### config.mk
export PLATFORM = sky130hd
export DESIGN_NAME = adder_seq
export DESIGN_NICKNAME = d
export VERILOG_FILES = /design/src/rtl/adder_seq.sv
export SDC_FILE = /design/constraint.sdc
export NUM_CORES = 1
export LEC_CHECK = 0
export ABC_AREA = 1
export BUFFER_PORTS_ARGS = -buffer_cell sky130_fd_sc_hd__clkbuf_2
export CORE_AREA = 2 2 57 59
export CTS_CLUSTER_DIAMETER = 80
export CTS_CLUSTER_SIZE = 10
export DETAILED_ROUTE_END_ITERATION = 12
export DIE_AREA = 0 0 59 61
export PLACE_DENSITY_LB_ADDON = 0.08
export SETUP_SLACK_MARGIN = 0.5
export SLEW_MARGIN = 20
export SYNTH_ARGS = -nofsm -noshare
export SYNTH_HDL_FRONTEND = slang
export SYNTH_SLANG_ARGS = --single-unit
### constraint.sdc
create_clock -name clk -period 1.63 [get_ports clk]
set_clock_uncertainty 0.2 [all_clocks]
set_input_delay 0.163 -clock clk [delete_from_list [all_inputs] [get_ports clk]]
set_output_delay 0.163 -clock clk [all_outputs]
set_load 0.03 [all_outputs]
### src/rtl/adder_seq.sv
// Multi-digit sequential adder: feeds WIDTH-bit operands through an external 2-bit adder
// stage one digit per cycle, LSB first. Optional signed-overflow output under ADDER_SEQ_OVERFLOW_EN.
module adder_seq #(
  parameter int unsigned WIDTH = 8
) (
  input  logic             clk,
  input  logic             reset,
  input  logic             io_in_valid,
  output logic             io_in_ready,
  input  logic [WIDTH-1:0] io_in_lhs,
  input  logic [WIDTH-1:0] io_in_rhs,
  input  logic             io_in_cin,
  output logic [1:0]       io_add_lhs,
  output logic [1:0]       io_add_rhs,
  output logic             io_add_cin,
  input  logic [1:0]       io_add_sum,
  input  logic             io_add_cout,
  output logic             io_out_valid,
  input  logic             io_out_ready,
  output logic [WIDTH-1:0] io_out_sum,
  output logic             io_out_cout
`ifdef ADDER_SEQ_OVERFLOW_EN
  ,
  output logic             io_out_ovf
`endif
);

  localparam int unsigned DIGITS = WIDTH / 2;
  localparam int unsigned IdxW   = (DIGITS > 1) ? $clog2(DIGITS) : 1;
  localparam logic [IdxW-1:0] LastIdx = IdxW'(DIGITS - 1);

  generate
    if ((WIDTH < 2) || ((WIDTH % 2) != 0)) begin : g_width_check
      $error("adder_seq: WIDTH must be an even number >= 2");
    end
  endgenerate

  typedef enum logic [1:0] {
    StIdle,
    StRun,
    StDone
  } state_e;

  state_e             state_q, state_d;
  logic [WIDTH-1:0]   lhs_q, lhs_d;
  logic [WIDTH-1:0]   rhs_q, rhs_d;
  logic [WIDTH-1:0]   sum_q, sum_d;
  logic               carry_q, carry_d;
  logic [IdxW-1:0]    idx_q, idx_d;
  logic [WIDTH+1:0]   sum_cat;
  logic               last_step;

  // Operands shift right so the current digit is always in bits [1:0]; the sum fills
  // from the top so digit 0 ends up at the bottom after DIGITS steps.
  assign sum_cat   = {io_add_sum, sum_q};
  assign last_step = (state_q == StRun) && (idx_q == LastIdx);

  always_ff @(posedge clk) begin
    if (reset) begin
      state_q <= StIdle;
      lhs_q   <= '0;
      rhs_q   <= '0;
      sum_q   <= '0;
      carry_q <= 1'b0;
      idx_q   <= '0;
    end else begin
      state_q <= state_d;
      lhs_q   <= lhs_d;
      rhs_q   <= rhs_d;
      sum_q   <= sum_d;
      carry_q <= carry_d;
      idx_q   <= idx_d;
    end
  end

  always_comb begin
    state_d      = state_q;
    lhs_d        = lhs_q;
    rhs_d        = rhs_q;
    sum_d        = sum_q;
    carry_d      = carry_q;
    idx_d        = idx_q;
    io_in_ready  = 1'b0;
    io_out_valid = 1'b0;
    io_out_sum   = '0;
    io_out_cout  = 1'b0;
    io_add_lhs   = 2'b00;
    io_add_rhs   = 2'b00;
    io_add_cin   = 1'b0;

    unique case (state_q)
      StIdle: begin
        io_in_ready = 1'b1;
        if (io_in_valid) begin
          lhs_d   = io_in_lhs;
          rhs_d   = io_in_rhs;
          carry_d = io_in_cin;
          idx_d   = '0;
          sum_d   = '0;
          state_d = StRun;
        end
      end
      StRun: begin
        io_add_lhs = lhs_q[1:0];
        io_add_rhs = rhs_q[1:0];
        io_add_cin = carry_q;
        sum_d      = sum_cat[WIDTH+1:2];
        carry_d    = io_add_cout;
        lhs_d      = lhs_q >> 2;
        rhs_d      = rhs_q >> 2;
        idx_d      = idx_q + 1'b1;
        if (last_step) begin
          state_d = StDone;
        end
      end
      StDone: begin
        io_out_valid = 1'b1;
        io_out_sum   = sum_q;
        io_out_cout  = carry_q;
        if (io_out_ready) begin
          state_d = StIdle;
        end
      end
      default: state_d = StIdle;
    endcase
  end

`ifdef ADDER_SEQ_OVERFLOW_EN
  logic ovf_q, ovf_d;

  always_ff @(posedge clk) begin
    if (reset) begin
      ovf_q <= 1'b0;
    end else begin
      ovf_q <= ovf_d;
    end
  end

  // On the last step lhs_q[1]/rhs_q[1] hold the original operand MSBs.
  always_comb begin
    ovf_d = ovf_q;
    if ((state_q == StIdle) && io_in_valid) begin
      ovf_d = 1'b0;
    end else if (last_step) begin
      ovf_d = io_add_sum[1] ^ lhs_q[1] ^ rhs_q[1] ^ io_add_cout;
    end
  end

  assign io_out_ovf = (state_q == StDone) && ovf_q;
`endif

endmodule

==> results of run 1 <==
-- power breakdown --
group | leakage (nW) | internal (mW) | switching (mW)
logic | 1.01 | 0.260 | 0.292
registers | 0.240 | 0.754 | 0.0303
clock network | 0.0320 | 0.164 | 0.286
-- final cells by class --
cell class,instances,area (µm²)
Clock buffer,6,41.29
Timing Repair Buffer,81,820.8
Multi-Input combinational cell,146,991.0
Clock inverter,2,10.01
Fill cell,134,277.8
Sequential cell,29,588.1
Inverter,45,182.7
Tap cell,33,41.29
-- timing repair --
action / in CTS / in global routing
endpoints found under the setup margin: 45 / 45
cloned: 4 / 1
pin swaps: 13 / 21
hold endpoints to repair: 21 / 0
hold buffers: 24 / 0
resized for setup: 54 / 70
setup buffers: 6 / 4
-- metrics by stage --
| step | hold WS (ps) | power, mW |
|---|---|---|
| after floorplan | 111.3 | 1.026 |
| after global placement | 200.4 | 1.077 |
| after detailed placement | 209.5 | 1.081 |
| after CTS | 150.5 | 1.649 |
| after global routing | 221.5 | 1.860 |
| final | 180.0 | 1.786 |
-- logic make-up (layout without fill, tap and decap cells) --
group | count (synthesis) | count (layout) | share of synthesized area [%]
AND/OR/NAND/NOR | 114 | 115 | 30.35
adder cells (fa/ha/maj) | 1 | 1 | 0.8524
flip-flops | 29 | 29 | 39.56
AO/OA/AOI/OAI | 30 | 30 | 11.25
buffers and inverters | 57 | 134 | 17.99
-- sequential cells by signal (all words and copies together), names as in the netlist --
register	count
state_q	2
idx_q	2
sum_q	8
rhs_q	8
lhs_q	8
carry_q	1
-- worst max-delay path: cells and delay by family (launching register included) --
family                 cells  cell delay, ps
and+or+nand+nor            2             300
DFF                        1             410
buffers and inverters      2             270
-- path summary, 6_finish.rpt --
check        startpoint           to  slack (ps)  depth (start not counted)
max          state_q[0]  io_out_cout         -70                          4
min               reset     rhs_q[5]         180                          4
max reg2reg  state_q[0]     rhs_q[3]         140                          7
min reg2reg    lhs_q[6]     lhs_q[6]         290                          2
-- cells in the final DEF (no fill, tap or decap) --
master          n
clkbuf_8       10
buf_4           5
buf_16          2
nor2_4         12
nand2_1        47
dfxtp_1        27
clkbuf_1        1
nand2_4        21
nor2_1         15
clkbuf_4        7
nor2_2          4
dlygate4sd3_1  24
o21ai_0         1
o21ai_4         1
nand2_2        10
or2_1           1
buf_12          3
a21oi_1         7
dfxtp_4         2
inv_6           2
clkinvlp_4      1
a21oi_2        21
nand2_8         1
clkinv_2        2
ha_1            1
bufbuf_16       1
buf_6          10
clkbuf_2       23
buf_8           1
inv_1          42
nand3_1         4
-- per-layer routing --
metal	part of all wire (%)	GRT usage, %	vias to the layer above	wire (µm)
met5	0	0	-	0
met4	4.4	11.69	0	230
met3	4.7	5.757	23	246
met2	53	44.29	73	2738
met1	38	27.58	800	1981
li1	-	-	833	-
==> results.md, run 1 <==
- Outcome: complete, but fails checks
- Failing checks: negative setup slack
- Vias: 1,729
- Critical Path Most Common Cell: nor2_4
- Critical path capture point type: output port
- Clock latency on the worst-skew pair: 340 ps
- Non-filler cells, final: 342
- Yosys top cell area share: 39.56%
- First-pass GRT wire length: 6458 µm
- Root buffer cell: clkbuf_4
- CTS buffer count: 5
- Tcrit/Tclk final: 104.1%
- Dominant cell type by area after synthesis: dfxtp_1
- Hold Vio Cnt, Final: 0
- Required @ worst endpoint: 1270 ps
- CP arrival: 1330 ps
- Register bit count reported by yosys: 29
- Initial core utilization: 49.70%
- Syn Nets: 256
- IO Pins: 40
- Sequential share of the synthesized area: 39.56%
- Top-count cell post-synth: nand2_1
- Final wirelength: 5196 µm
- LEAKAGE: 1.283 nW
- Util after Layout: 90.59%
- Gr usage total: 24.67%
- Max Clock Freq: 0.5895 GHz
- Synth top cells by count: 77 x nand2_1, 43 x inv_1, 30 x nor2_1
- Max-cap violations: 0
- Top FF cell, synth: dfxtp_1
- Post-Place Worst Slack: 15.43 ps
- Final Critical Period: 1696 ps
- Placed insts: 295
- Critical Setup Path Class: reg -> out
- Mean Syn Cell Area: 6.353 µm²
- DRC errors left: 0
- Antenna violations before repair: 0
- Hold Crit Class: in -> reg
- Chip width: 59 µm
- Largest net degree at the start of global routing: 21
- Slowest CP cell: dfxtp_4
- Post-DP Area: 1750 µm²
- Die height: 61 µm
- Final Max Slew Viols: 0
- GRT Residual Overflow: 0
- Yosys warnings: 0
- Post-synth EDFFs: 0
- Row count: 20
- Cell Area, Synth: 1468 µm²
- Worst rel slew slack: 59.69%
- Worst Path Max Fanout: 9
- Finish-stage setup viols: 11
- Setup_tns: -334.0 ps
- Via/cell ratio: 5.056
- Clk sink count: 29
- Clock transition at path regs: 110 ps
- Synth area leaders: dfxtp_1 40%, nand2_1 20%, inv_1 11%, a21oi_1 9.2%, nor2_1 7.7%
- CTS tree: built
- Area of the die: 3599 µm²
- Htree depth: 2
- Crit path largest cell delay: 410 ps
- DRT antenna net count: 0
- RSZ-0062 raised after global routing: yes
- Nets: 333
- Netlist cell types: 19
- Antenna Cells: 0
- Power Density: 667.6 nW/µm²
- VDD IR max: 0.5768 mV
- Syn Inst Count: 231
- Slew @ Worst Pin: 604.0 ps
- Routed wire length per instance: 15.19 µm
- IO Port Bufs: 39
- Post-Layout Inst Area: 2675 µm²
- Max clock buf depth: 2
- Initial DRC Count: 50
- Drt first pass iters: 4
- Cell breakdown of the critical path: nor2_4 > inv_6 > nor2_4 > clkbuf_8
- Startpoint types: flop
- Core area: 2953 µm²
- GP Congestion: 0.6997
- Final HPWL from detailed placement: 1984 µm
- Worst Setup Slack, final: -66.39 ps
- Asr flop ratio synth: 0%
- Area growth from synthesis to layout: 82.27%
- Vias in the first global route: 1,461
- Layout cells sized above 1: 44.98%
(Power assumes the default switching activity.)
==> run 2: changes to the inputs <==
- PLACE_DENSITY: not set -> 0.81
- PLACE_DENSITY_LB_ADDON: 0.08 -> not set
==> results.md, run 2 <==
- Outcome: aborted with a tool error
- Failing step: 5_1_grt
- Log Error: [ERROR DPL-0033] detailed placement checks failed during check placement.
- Syn Nets: 256 (unchanged)
- Post-synth EDFFs: 0 (unchanged)
- Cell Area, Synth: 1468 µm² (unchanged)
- Dominant cell type by area after synthesis: dfxtp_1
- Chip width: 59 µm (unchanged)
- Antenna violations before repair: 0
- Largest net degree at the start of global routing: 16
- Mean Syn Cell Area: 6.353 µm² (unchanged)
- Sequential share of the synthesized area: 39.56% (unchanged)
- Synth top cells by count: 77 x nand2_1, 43 x inv_1, 30 x nor2_1
- Row count: 20 (unchanged)
- Htree depth: 2 (unchanged)
- Max clock buf depth: 2 (unchanged)
- Yosys top cell area share: 39.56% (unchanged)
- Top-count cell post-synth: nand2_1
- Post-DP Area: 1750 µm² (unchanged)
- Die height: 61 µm (unchanged)
- Clk sink count: 29 (unchanged)
- IO Port Bufs: 39 (unchanged)
- Worst endpoint after global-route timing repair: io_out_sum[5]
- Register bit count reported by yosys: 29 (unchanged)
- CTS buffer count: 5 (unchanged)
- Top FF cell, synth: dfxtp_1
- Initial core utilization: 49.70% (unchanged)
- Netlist cell types: 19 (unchanged)
- Syn Inst Count: 231 (unchanged)
- Final HPWL from detailed placement: 1984 µm (about the same)
- Asr flop ratio synth: 0% (unchanged)
- Yosys warnings: 0 (unchanged)
- IO Pins: 40 (unchanged)
- Worst endpoint pin kind: top-level output
- GP Congestion: 0.7804 (+12%)
- Synth area leaders: dfxtp_1 40%, nand2_1 20%, inv_1 11%, a21oi_1 9.2%, nor2_1 7.7%
- Root buffer cell: clkbuf_4
-- run 2: cell counts after synthesis --
Identical to the previous run, type by type.
-- run 2: kinds of logic after synthesis --
kind of cell,after synthesis,synth area share [%]
buf+inv,57,17.99
simple gates,114,30.35
flops,29,39.56
compound gates,30,11.25
fa+ha+maj,1,0.8524
-- run 2: per-stage QoR --
step / std cells / util, % / worst slack, ps
after floorplan: 231 / - / 235.9
after global placement: 295 / 59.28 / 203.5
after detailed placement: 295 / 59.28 / 146.9
after CTS: 351 / 87.46 / 6.850
-- run 2: what timing repair did --
action | CTS
resized for setup | 63
pin swaps | 12
endpoints found under the hold margin | 21
cloned | 7
setup buffers | 17
hold buffers | 25
endpoints found under the setup margin | 45
==> run 3: changes to the inputs <==
- CORE_AREA: 2 2 57 59 -> 2 2 64 66
- CTS_CLUSTER_DIAMETER: 80 -> not set
- CTS_CLUSTER_SIZE: 10 -> not set
- DIE_AREA: 0 0 59 61 -> 0 0 66 68
- PLACE_DENSITY: 0.81 -> not set
- PLACE_DENSITY_LB_ADDON: not set -> 0.15
- SETUP_SLACK_MARGIN: 0.5 -> not set
==> results.md, run 3 (synthesized netlist as in run 1, its figures left out) <==
- Outcome: finished clean
- FF-to-FF Start: state_q[1]
- Finish-stage setup viols: 0
- IO Pins: 40 (unchanged)
- Hold Vio Cnt, Final: 0
- Max-cap violations: 0
- Final HPWL from detailed placement: 2166 µm (+9.2%)
- Chip width: 66 µm (+12%)
- Util after Layout: 50.78%
- Max clock buf depth: 2 (unchanged)
- VDD IR max: 0.4164 mV
- GP Congestion: 0.6823 (-13%)
- Gr usage total: 16.15%
- Worst hold stages: 5
- Core area: 3856 µm²
- Area growth from synthesis to layout: 33.42%
- Post-Place Worst Slack: 64.24 ps (-82.68 ps)
- Critical Setup Path Class: reg -> out
- Final wirelength: 3263 µm
- Setup crit start: state_q[0]
- Htree depth: 2 (unchanged)
- RSZ-0062 raised after global routing: no
- Hold Crit Class: in -> reg
- Initial core utilization: 38.06% (-12 points)
- GRT Residual Overflow: 0
- IO Port Bufs: 39 (unchanged)
- Commonest non-fill, non-tap cells in the layout: 77 x nand2_1, 43 x inv_1, 30 x clkbuf_2, 29 x nor2_1
- Antenna Cells: 0
- Clk sink count: 29 (unchanged)
- Required @ worst endpoint: 1270 ps
- Layout cells sized above 1: 21.40%
- Root buffer cell: clkbuf_8
- First-pass GRT wire length: 5395 µm
- Area of the die: 4488 µm²
- Clock transition at path regs: 60 ps
- Worst Setup Slack, final: 65.49 ps
- Power Density: 888.7 nW/µm²
- Final Max Slew Viols: 0
- Final Critical Period: 1565 ps
- Reg2reg path depth: 5
- DRC errors left: 0
- Clock latency on the worst-skew pair: 280 ps
- Regs by FF count: lhs_q x8, rhs_q x8, sum_q x8
- LEAKAGE: 0.9619 nW
- Antenna violations before repair: 0
- Via/cell ratio: 4.266
- Worst Path Max Fanout: 6
- Largest net degree at the start of global routing: 27
- Worst rel slew slack: 70.07%
- Setup slack, reg-to-reg: 270 ps
- Max Clock Freq: 0.6392 GHz
- Commonest non-fill, non-tap cell in the layout: nand2_1
- CTS buffer count: 5 (unchanged)
- DRT antenna net count: 0
- CP arrival: 1200 ps
- RR Endpoint: sum_q[0]
- Initial DRC Count: 68
- Critical path capture point type: output port
- Vias: 1,429
- Row count: 23 (+15%)
- Tcrit/Tclk final: 95.98%
- Nets: 309
- Drt first pass iters: 4
- Worst Min Path Start: io_in_rhs[3]
- Routed wire length per instance: 9.740 µm
- CTS tree: built
- Slew @ Worst Pin: 448.5 ps
- Die height: 68 µm (+11%)
- Worst hold endpoint: rhs_q[3]
- Vias in the first global route: 1,225
- Startpoint types: flop
[run 3: area by class of cell]
class | count | area, µm²
fillers | 421 | 1898
multi-input cells | 145 | 639.4
flip-flops and latches | 29 | 585.6
repair buffers | 58 | 395.4
inverters | 45 | 173.9
clock buffers | 7 | 96.34
well taps | 50 | 62.56
clock inverters | 1 | 5.005
[run 3: critical path, cell delays in order (launching register included)]
cell	delay (ps)
dfxtp_4	390
nor2_2	270
clkbuf_2	260
[run 3: worst max-delay path by stage]
stage / slack [ps] / end / cells past startpoint
2_1_floorplan: -60 / io_out_cout / 4
3_3_place_gp: 160 / sum_q[2] / 4
3_5_place_dp: 60 / sum_q[0] / 4
4_1_cts: 6 / io_add_cin / 4
5_1_grt: 8 / io_out_sum[3] / 5
6_report: 70 / io_in_ready / 2
[run 3: repair_timing]
item / CTS / global route
hold buffers: 14 / 0
endpoints found under the setup margin: 14 / 14
resized for setup: 4 / 17
endpoints found under the hold margin: 14 / 0
buffers inserted: 0 / 0
[run 3: stage by stage]
step	TNS [ps]	hold slack (ps)	cells	power, mW	area [µm²]
5_1_grt	0	10.30	335	1.855	1958
3_3_place_gp	0	203.0	313	1.074	1683
2_1_floorplan	-569.0	111.3	231	1.010	1470
4_1_cts	0	1.428	335	1.761	1936
3_5_place_dp	0	205.4	313	1.075	1683
6_report	0	0.5477	335	1.740	1958
[run 3: report_power, final]
part | total (mW) | internal (mW) | switching, mW
Combinational | 0.311 | 0.133 | 0.178
Clock | 0.651 | 0.381 | 0.271
Sequential | 0.778 | 0.756 | 0.0217
[run 3: layer usage]
metal	wire (µm)	up-vias	GRT usage, %
met3	181	6	5.428
met2	1440	37	26.01
met1	1591	603	19.90
met5	0	-	0
met4	51	0	6.633
li1	-	783	-
==> run 4: changes to the inputs <==
==> constraint.sdc (replaced) <==
create_clock -name clk -period 1.63 [get_ports clk]
set_clock_uncertainty 0.2 [all_clocks]
set_input_delay 0.0815 -clock clk [delete_from_list [all_inputs] [get_ports clk]]
set_output_delay 0.0815 -clock clk [all_outputs]
set_load 0.03 [all_outputs]
==> results.md, run 4 (synthesized netlist as in run 1, its figures left out) <==
- Outcome: finished clean
- Commonest non-fill, non-tap cell in the layout: nand2_1
- Die height: 68 µm (unchanged)
- Clock latency on the worst-skew pair: 270 ps (about the same)
- Placed insts: 314 (+0.32%)
- Worst hold margin: 262.8 ps (+262.3 ps)
- Drt first pass iters: 4 (unchanged)
- Slew @ Worst Pin: 433.3 ps (-15.20 ps)
- CTS buffer count: 5 (unchanged)
- Final HPWL from detailed placement: 2173 µm (+0.36%)
- Layout cells sized above 1: 20.68% (-0.73 points)
- Via/cell ratio: 4.217 (-1.1%)
- Max Clock Freq: 0.6496 GHz (+1.6%)
- Tcrit/Tclk final: 94.44% (-1.5 points)
- WL met2: 1452 µm (+0.83%)
- Antenna violations before repair: 0 (unchanged)
- Worst Setup Slack, final: 90.59 ps (+25.10 ps)
- Startpoint types: flop
- Root buffer cell: clkbuf_8
- Power Density: 831.2 nW/µm² (-6.5%)
- Clk sink count: 29 (unchanged)
- Initial DRC Count: 94 (+38%)
- Antenna Cells: 0 (unchanged)
- M1 WL: 1605 µm (+0.88%)
- Area growth from synthesis to layout: 39.05%
- Nets: 320 (+3.6%)
- RSZ-0062 raised after global routing: no
- Worst rel slew slack: 71.08% (+1.0 points)
- CTS tree: built
- CP arrival: 1260 ps (+60 ps)
- Setup_tns: 0 ps (unchanged)
- Commonest non-fill, non-tap cells in the layout: 77 x nand2_1, 43 x inv_1, 33 x clkbuf_2, 28 x nor2_1, 28 x dfxtp_1
- Max-cap violations: 0 (unchanged)
- Post-Place Worst Slack: 180.0 ps (+115.8 ps)
- Critical Setup Path Class: reg -> out
- Non-filler cells, final: 345 (+3.0%)
- Critical path capture point type: output port
- Hold Vio Cnt, Final: 0 (unchanged)
- Max clock buf depth: 2 (unchanged)
- Top Metal Used: met4
- GP Congestion: 0.7038 (+3.2%)
- Core area: 3856 µm² (unchanged)
- Vias: 1,455 (+1.8%)
- Largest net degree at the start of global routing: 27 (unchanged)
- Area of the die: 4488 µm² (unchanged)
- VDD IR max: 0.4297 mV (+3.2%)
- Initial core utilization: 38.06% (unchanged)
- Met3 WL post-DR: 186 µm (+2.8%)
- LEAKAGE: 0.9900 nW (+2.9%)
- Vias in the first global route: 1,372 (+12%)
- Final Max Slew Viols: 0 (unchanged)
- Required @ worst endpoint: 1350 ps (+80 ps)
- Finish-stage setup viols: 0 (unchanged)
- Gr usage total: 17.20% (+1.1 points)
- DRC errors left: 0 (unchanged)
- First-pass GRT wire length: 5830 µm (+8.1%)
- Worst Path Max Fanout: 12 (+6)
- Htree depth: 2 (unchanged)
- Routed wire length per instance: 9.530 µm (-2.2%)
- IO Port Bufs: 39 (unchanged)
- Post-Layout Inst Area: 2041 µm² (+4.2%)
- Row count: 23 (unchanged)
- Final Critical Period: 1539 ps (-25.10 ps)
- IO Pins: 40 (unchanged)
- DRT antenna net count: 0 (unchanged)
- Clock transition at path regs: 60 ps (about the same)
- Fillers: 402 (-4.5%)
- Hold Crit Class: reg -> reg
- Post-DP Area: 1690 µm² (+0.45%)
- Chip width: 66 µm (unchanged)
- GRT Residual Overflow: 0 (unchanged)
- Regs by FF count: lhs_q x8, rhs_q x8, sum_q x8
- Final wirelength: 3288 µm (+0.77%)
-- run 4: changes by cell type in the layout (fill, tap and decap cells not counted), sizes merged --
cell | previous run | this run
dlygate4sd3 | 14 | 23
clkbuf | 38 | 43
buf | 13 | 10
clkinv | 1 | 0
-- run 4: worst paths after layout --
check	from	endpoint	slack (ps)	cells after the start
min reg2reg	idx_q[1]	idx_q[1]	260	2
max	state_q[1]	io_add_lhs[0]	90	5
min	idx_q[1]	idx_q[1]	260	2
max reg2reg	state_q[1]	rhs_q[0]	260	7
-- run 4: cell type report --
cell class	instances	area [µm²]	area share (%)
Clock buffer	7	86.33	4.231
Inverter	45	168.9	8.277
Multi-Input combinational cell	145	633.1	31.02
Sequential cell	29	584.3	28.63
Tap cell	50	62.56	3.066
Timing Repair Buffer	69	505.5	24.77
-- run 4: through the flow --
| step | total power [mW] | utilization [%] |
|---|---|---|
| 6_report | 1.696 | 52.92 |
| 5_1_grt | 1.797 | 52.92 |
| 4_1_cts | 1.707 | 52.14 |
| 3_5_place_dp | 1.078 | 43.84 |
| 3_3_place_gp | 1.077 | 43.84 |
| 2_1_floorplan | 1.010 | - |
-- run 4: metal layers --
layer	vias to the layer above	track usage (%)
li1	801	-
met1	611	20.95
met2	39	28.66
met3	4	4.605
met4	0	7.653
met5	-	0
-- run 4: timing repair --
| item | 4_1_cts | 5_1_grt |
|---|---|---|
| gates resized for setup | 2 | 16 |
| hold buffers | 23 | 0 |
| setup buffers | 0 | 1 |
| endpoints found under the setup margin | 4 | 12 |
| endpoints found under the hold margin | 21 | 0 |
-- run 4: report_power, final --
group / internal (mW) / switching, mW
Combinational: 0.149 / 0.180
Sequential: 0.756 / 0.0207
Clock: 0.334 / 0.255
-- run 4: critical path, cell delays in order (launching register included) --
cell	delay, ps
dfxtp_1	320
inv_2	110
nand2_4	90
buf_4	190
nor2_1	90
clkbuf_4	190
